## config.mk

```make
export PLATFORM = sky130hd
export DESIGN_NAME = dma_burst_scheduler
export DESIGN_NICKNAME = d
export VERILOG_FILES = /design/src/rtl/dma_pkg.sv /design/src/rtl/dma_len_fifo.sv /design/src/rtl/dma_burst_scheduler.sv
export SDC_FILE = /design/constraint.sdc
export NUM_CORES = 1
export LEC_CHECK = 0
export CAP_MARGIN = 0
export CORE_UTILIZATION = 45
export DETAILED_ROUTE_END_ITERATION = 7
export GPL_TIMING_DRIVEN = 0
export PLACE_DENSITY_LB_ADDON = 0.15
export SYNTH_ARGS = -nofsm -noshare
export SYNTH_HDL_FRONTEND = slang
export SYNTH_HIERARCHICAL = 1
export SYNTH_SLANG_ARGS = --single-unit
```

## constraint.sdc

```tcl
create_clock -name clk -period 18.8 [get_ports clk]
set_input_delay 3.76 -clock clk [delete_from_list [all_inputs] [get_ports clk]]
set_output_delay 3.76 -clock clk [all_outputs]
set_load 0.01 [all_outputs]
```

## src/rtl/dma_pkg.sv

```systemverilog
// dma_pkg: shared DMA AXI request/response types, descriptor and scheduler state
package dma_pkg;
  localparam int DMA_ADDR_W = 32;
  localparam int DMA_DATA_BYTES = 64;
  localparam logic [31:0] AXI_4KB = 32'd4096;
  typedef logic [7:0] axi_len_t;
  typedef struct packed {
    logic [DMA_ADDR_W-1:0]     addr;
    axi_len_t                  alen;
    logic [2:0]                size;
    logic [DMA_DATA_BYTES-1:0] strb;
    logic                      valid;
  } s_dma_axi_req_t;
  typedef struct packed {
    logic ready;
    logic finish;
  } s_dma_axi_resp_t;
  typedef enum logic [1:0] {IDLE, ISSUE, DRAIN, DONE} e_sched_state_t;
  typedef struct packed {
    logic [DMA_ADDR_W-1:0] src;
    logic [DMA_ADDR_W-1:0] dst;
    logic [31:0]           bytes;
  } s_dma_desc_t;
endpackage

```

## src/rtl/dma_len_fifo.sv

```systemverilog
// dma_len_fifo: synchronous FIFO of burst lengths handed from read issue to write issue
// ports: push/din write, pop advances head, clr empties, full/empty flags
module dma_len_fifo
  import dma_pkg::*;
#(
  parameter int DEPTH = 4
) (
  input  logic     clk,
  input  logic     rstn,
  input  logic     clr,
  input  logic     push,
  input  logic     pop,
  input  axi_len_t din,
  output axi_len_t head,
  output logic     full,
  output logic     empty
);
  localparam int AW = $clog2(DEPTH);
  localparam logic [AW:0] ONE = 1;
  axi_len_t mem [DEPTH];
  logic [AW:0] wp, rp;
  assign empty = wp == rp;
  assign full = wp[AW] != rp[AW] && wp[AW-1:0] == rp[AW-1:0];
  assign head = mem[rp[AW-1:0]];
  always_ff @(posedge clk or negedge rstn)
    if (!rstn) begin
      wp <= '0;
      rp <= '0;
    end else if (clr) begin
      wp <= '0;
      rp <= '0;
    end else begin
      if (push && !full) wp <= wp + ONE;
      if (pop && !empty) rp <= rp + ONE;
    end
  always_ff @(posedge clk)
    if (push && !full) mem[wp[AW-1:0]] <= din;
endmodule

```

## src/rtl/dma_burst_scheduler.sv

```systemverilog
// dma_burst_scheduler: splits one DMA descriptor into credit-throttled AXI read bursts and matching write bursts
// ports: desc_* descriptor handshake, dma_active_i abort when low, rd/wr_req_o burst requests,
//        rd/wr_resp_i address-accept and burst-finish, busy_o/done_o/desc_err_o status
module dma_burst_scheduler
  import dma_pkg::*;
#(
  parameter int AXI_ADDR_WIDTH  = 32,
  parameter int AXI_DATA_BYTES  = 64,
  parameter int MAX_BURST_BEATS = 16,
  parameter int FIFO_DEPTH      = 16,
  parameter int LEN_Q_DEPTH     = 4
) (
  input  logic                      clk,
  input  logic                      rstn,
  input  logic                      desc_valid_i,
  output logic                      desc_ready_o,
  input  logic [AXI_ADDR_WIDTH-1:0] desc_src_i,
  input  logic [AXI_ADDR_WIDTH-1:0] desc_dst_i,
  input  logic [31:0]               desc_bytes_i,
  input  logic                      dma_active_i,
  output s_dma_axi_req_t            rd_req_o,
  input  s_dma_axi_resp_t           rd_resp_i,
  output s_dma_axi_req_t            wr_req_o,
  input  s_dma_axi_resp_t           wr_resp_i,
  output logic                      busy_o,
  output logic                      done_o,
  output logic                      desc_err_o
);
  localparam int LOG2B = $clog2(AXI_DATA_BYTES);
  e_sched_state_t state, state_nx;
  // desc.src/bytes advance with read issue, desc.dst advances with write completion
  s_dma_desc_t desc;
  // destination address of the next read burst, used for its 4 KB split
  logic [DMA_ADDR_W-1:0] rd_dst;
  logic [15:0] credits, rd_out;
  logic wr_open, done_q, err_q;
  axi_len_t wr_alen, q_head;
  logic [31:0] rem_beats, src_room, dst_room, beats, burst_bytes;
  logic accept, bad, credit_ok, rd_acc, wr_acc, wr_fin, q_full, q_empty;
  assign desc_ready_o = state == IDLE;
  assign accept = desc_ready_o && desc_valid_i && dma_active_i;
  assign bad = |{desc_src_i[LOG2B-1:0], desc_dst_i[LOG2B-1:0], desc_bytes_i[LOG2B-1:0]};
  assign busy_o = state != IDLE || rd_out != '0;
  assign done_o = done_q;
  assign desc_err_o = err_q;
  always_comb begin
    rem_beats = desc.bytes >> LOG2B;
    src_room = (AXI_4KB - {20'd0, desc.src[11:0]}) >> LOG2B;
    dst_room = (AXI_4KB - {20'd0, rd_dst[11:0]}) >> LOG2B;
    beats = 32'(MAX_BURST_BEATS);
    beats = rem_beats < beats ? rem_beats : beats;
    beats = src_room < beats ? src_room : beats;
    beats = dst_room < beats ? dst_room : beats;
    burst_bytes = beats << LOG2B;
    credit_ok = 32'(credits) + beats <= 32'(FIFO_DEPTH);
    rd_req_o.addr = desc.src;
    rd_req_o.alen = axi_len_t'(beats - 32'd1);
    rd_req_o.size = 3'(LOG2B);
    rd_req_o.strb = '1;
    rd_req_o.valid = dma_active_i && state == ISSUE && !q_full && credit_ok;
    wr_req_o.addr = desc.dst;
    wr_req_o.alen = q_head;
    wr_req_o.size = 3'(LOG2B);
    wr_req_o.strb = '1;
    wr_req_o.valid = dma_active_i && !q_empty && !wr_open;
    rd_acc = rd_req_o.valid && rd_resp_i.ready;
    wr_acc = wr_req_o.valid && wr_resp_i.ready;
    wr_fin = wr_open && wr_resp_i.finish;
  end
  always_comb begin
    state_nx = state;
    case (state)
      IDLE:    if (accept && !bad) state_nx = desc_bytes_i == '0 ? DONE : ISSUE;
      ISSUE:   if (rd_acc && rem_beats == beats) state_nx = DRAIN;
      DRAIN:   if (q_empty && !wr_open && credits == '0) state_nx = DONE;
      default: state_nx = IDLE;
    endcase
    if (!dma_active_i) state_nx = IDLE;
  end
  always_ff @(posedge clk or negedge rstn)
    if (!rstn) state <= IDLE;
    else state <= state_nx;
  always_ff @(posedge clk or negedge rstn)
    if (!rstn) begin
      desc <= '0;
      rd_dst <= '0;
      credits <= '0;
      rd_out <= '0;
      wr_open <= 1'b0;
      wr_alen <= '0;
      done_q <= 1'b0;
      err_q <= 1'b0;
    end else if (!dma_active_i) begin
      desc <= '0;
      rd_dst <= '0;
      credits <= '0;
      rd_out <= '0;
      wr_open <= 1'b0;
      wr_alen <= '0;
      done_q <= 1'b0;
      err_q <= 1'b0;
    end else begin
      done_q <= state == DONE;
      err_q <= accept && bad;
      if (accept) begin
        desc <= '{src: DMA_ADDR_W'(desc_src_i), dst: DMA_ADDR_W'(desc_dst_i), bytes: desc_bytes_i};
        rd_dst <= DMA_ADDR_W'(desc_dst_i);
      end
      if (rd_acc) begin
        desc.src <= desc.src + burst_bytes;
        desc.bytes <= desc.bytes - burst_bytes;
        rd_dst <= rd_dst + burst_bytes;
      end
      if (wr_acc) begin
        wr_open <= 1'b1;
        wr_alen <= q_head;
      end
      if (wr_fin) begin
        wr_open <= 1'b0;
        desc.dst <= desc.dst + ((32'(wr_alen) + 32'd1) << LOG2B);
      end
      // read accept and write release may land on the same edge; both apply
      credits <= credits + (rd_acc ? beats[15:0] : 16'd0) - (wr_fin ? 16'(wr_alen) + 16'd1 : 16'd0);
      rd_out <= rd_out + 16'(rd_acc) - 16'(rd_resp_i.finish && (rd_out != '0 || rd_acc));
    end
  dma_len_fifo #(.DEPTH(LEN_Q_DEPTH)) u_len_q (
    .clk  (clk),
    .rstn (rstn),
    .clr  (!dma_active_i),
    .push (rd_acc),
    .pop  (wr_acc),
    .din  (rd_req_o.alen),
    .head (q_head),
    .full (q_full),
    .empty(q_empty)
  );
endmodule

```

==> key figures <==
Outcome
  • Status: finished, final reports clean

Timing
  • Final Critical Period: 13220 ps
  • Setup TNS: 0 ps
  • Tcrit/Tclk final: 0.703
  • Slew @ Worst Pin: 1080 ps
  • Final Max Tran Viols: 0
  • Max-slew headroom: 0.261
  • Final-report hold violation count: 0
  • RSZ-0062 raised after global routing: false
  • Max Fclk: 75.7 MHz
  • Clock skew: 17.3 ps
  • Final Setup Violations: 0

Power
  • Max VDD drop: 0.0579 mV
  • Tot Pwr: 1.94 mW
  • PwrDens: 95.7 nW/um^2
  • Leak Pwr: 9.57 nW

Logic synthesis
  • Async SR Flop Fraction: 0.827
  • Post-synth cell types: 84
  • Post-synth top area share: 0.231
  • Yosys warning count: 6
  • Most frequent cell after synthesis: nand2_1
  • Syn Inst Count: 1959
  • Ys flop type: dfrtp_1
  • Most instantiated cells after synthesis: 228 x nand2_1, 201 x buf_4, 153 x dfrtp_1
  • Post-synth EDFFs: 32
  • Synth area leaders: dfrtp_1 23%, ha_1 11%, buf_4 9.1%, edfxtp_1 5.8%, nand2_1 5.2%
  • Yosys reg bits: 185
  • Mapped Avg Cell Area: 8.45 um^2
  • Sequential fraction of the synthesis area: 0.289
  • Post-synth design cell area: 16500 um^2
  • Synth area leader: dfrtp_1

CTS
  • Clk slew on worst S/H paths: 80 ps
  • Hold_buf cts: 0
  • H-tree lvl count: 4
  • Setup bufs post-CTS: 0
  • PostCTS Resize Cnt: 0
  • CTS Root Buffer Type: clkbuf_16
  • Worst-Skew Late Latency: 470 ps
  • CTS Sinks: 185
  • TritonCTS Buffers: 17
  • Clk buf depth: 2
  • CTS tree: built

Global route
  • Met1 usage: 0.362
  • Vias in the first global route: 14600
  • Top Usage Layer GRT: met2
  • GRT Util Overall: 0.271
  • Grt ovf: 0
  • Largest net degree at the start of global routing: 113
  • GR Util met2: 0.446
  • Met3 GRT Util: 0.0377
  • Global-route wire length before repair: 79500 um
  • Initial antenna violation count: 3

Critical path
  • Critical path required time: 19140 ps
  • Critical Path Slowest Stage Cell: buf_1
  • Worst path max stage delay: 750 ps
  • Most common cell on crit path: a21oi_1
  • Crit Path Category: flip-flop to flip-flop
  • Crit path max fanout: 15
  • Largest delay share family, worst path: compound AO/OA/AOI/OAI gates
  • Crit start category: flip-flop
  • CP Capture Type: flip-flop
  • Data arrival, critical path: 13550 ps
  • CP bufs+invs: 7

Final layout
  • Area Growth Syn to Fin: 22.8%
  • Share of cells above drive strength 1: 0.117
  • # fillers: 3283
  • Final nets: 2625
  • Non-Filler Instances: 2830

Die
  • Die H: 194 um
  • FP Rows: 69
  • Ports: 324
  • Chip Width: 194 um
  • Die area: 37500 um^2
  • Core Box Area: 35900 um^2
  • Initial core utilization: 0.461

Drt
  • DR WL/cell: 18.0 um
  • Via Count: 15200
  • Post-route ant nets: 0
  • Drt pass-1 iters: 7
  • Post-route DRC: 0
  • Detailed Route WL: 50800 um
  • DR vias/cell: 5.35
  • Initial DRC Count: 1169

Placed design
  • Routability Congestion: 0.932
  • DP Cell Count: 2797
  • Post-DP HPWL: 39700 um
  • Port bufs: 188

Job
  • Max Cap Violations: 0

Worst hold path
  • Hold Crit Class: flip-flop to flip-flop
tightest hold or removal path, stage by stage (launching register included):
cell     delay (ps)
dfrtp_1         380
nand2_1          60
a21oi_1          50
cell type report:
| type | instances | area, um^2 | area share |
|---|---|---|---|
| Multi-Input combinational cell | 1581 | 10300 | 0.505 |
| Sequential cell | 185 | 4790 | 0.236 |
| Timing Repair Buffer | 189 | 1910 | 0.0942 |
| Buffer | 258 | 1730 | 0.0854 |
| Tap cell | 461 | 577 | 0.0284 |
| Inverter | 123 | 462 | 0.0227 |
| Clock buffer | 20 | 447 | 0.0220 |
| Clock inverter | 12 | 123 | 0.00604 |
| Antenna cell | 1 | 2.50 | 0.000123 |
cells by family after synthesis:
logic type / share of synthesized area
adder cells (fa/ha/maj): 0.132
AO/OA/AOI/OAI: 0.171
XOR/XNOR: 0.0607
buffers and inverters: 0.133
AND/OR/NAND/NOR: 0.179
other: 0.000454
flip-flops: 0.289
multiplexers: 0.0350
routing by layer:
layer,vias to the layer above,share of wire
met2,578,0.46
li1,7272,-
met3,82,0.064
met4,0,0.029
met5,-,0
met1,7219,0.44
path summary, 6_finish.rpt:
check	startpoint	end	slack, ps	cells past startpoint
max	rd_req_o[81]	credits[14]	5580	49
min	rd_dst[4]	rd_dst[4]	530	2
max reg2reg	rd_req_o[81]	credits[14]	5580	49
min reg2reg	rd_dst[4]	rd_dst[4]	530	2
max in group asynchronous	rstn	wr_req_o[100]	14700	2
min in group asynchronous	rstn	desc[8]	3170	1
through the flow:
step           setup slack, ps  hold slack, ps  utilization  instance area (um^2)
3_3_place_gp              5920             511        0.549                 19700
3_5_place_dp              5560             518        0.550                 19700
2_1_floorplan             8110             500            -                 17300
6_report                  5580             530        0.566                 20300
5_1_grt                   4630             554        0.566                 20300
4_1_cts                   5550             529        0.566                 20300
sequential cells by signal (all words and copies together) (netlist names):
name / cells
rd_req_o: 32
desc: 26
desc_err_o: 1
u_len_q/rp: 3
u_len_q/wp: 3
wr_alen: 8
wr_open: 1
u_len_q/mem: 32
wr_req_o: 32
credits: 16
state: 2
done_o: 1
rd_out: 16
rd_dst: 12
where the power goes:
group	switching [mW]	total, mW	internal [mW]
registers	0.0417	0.510	0.468
logic	0.590	1.07	0.475
clock network	0.189	0.369	0.180
total	0.820	1.94	1.12
cell usage in the layout, fill, tap and decap left out, types with 32 or more instances in the layout:
cell and n:
conb_1 190, a21o_1 34, nand3_1 59, clkbuf_1 50, buf_4 201, mux2i_1 32
inv_1 121, ha_1 151, a21oi_1 138, nor2_1 141, a211oi_1 50, xor2_1 37
nor3_1 35, nand2_1 228, clkdlybuf4s50_1 187, xnor2_1 74, dfrtp_1 153, edfxtp_1 32
o21ai_0 76
Power figures use the tool's default switching activity.
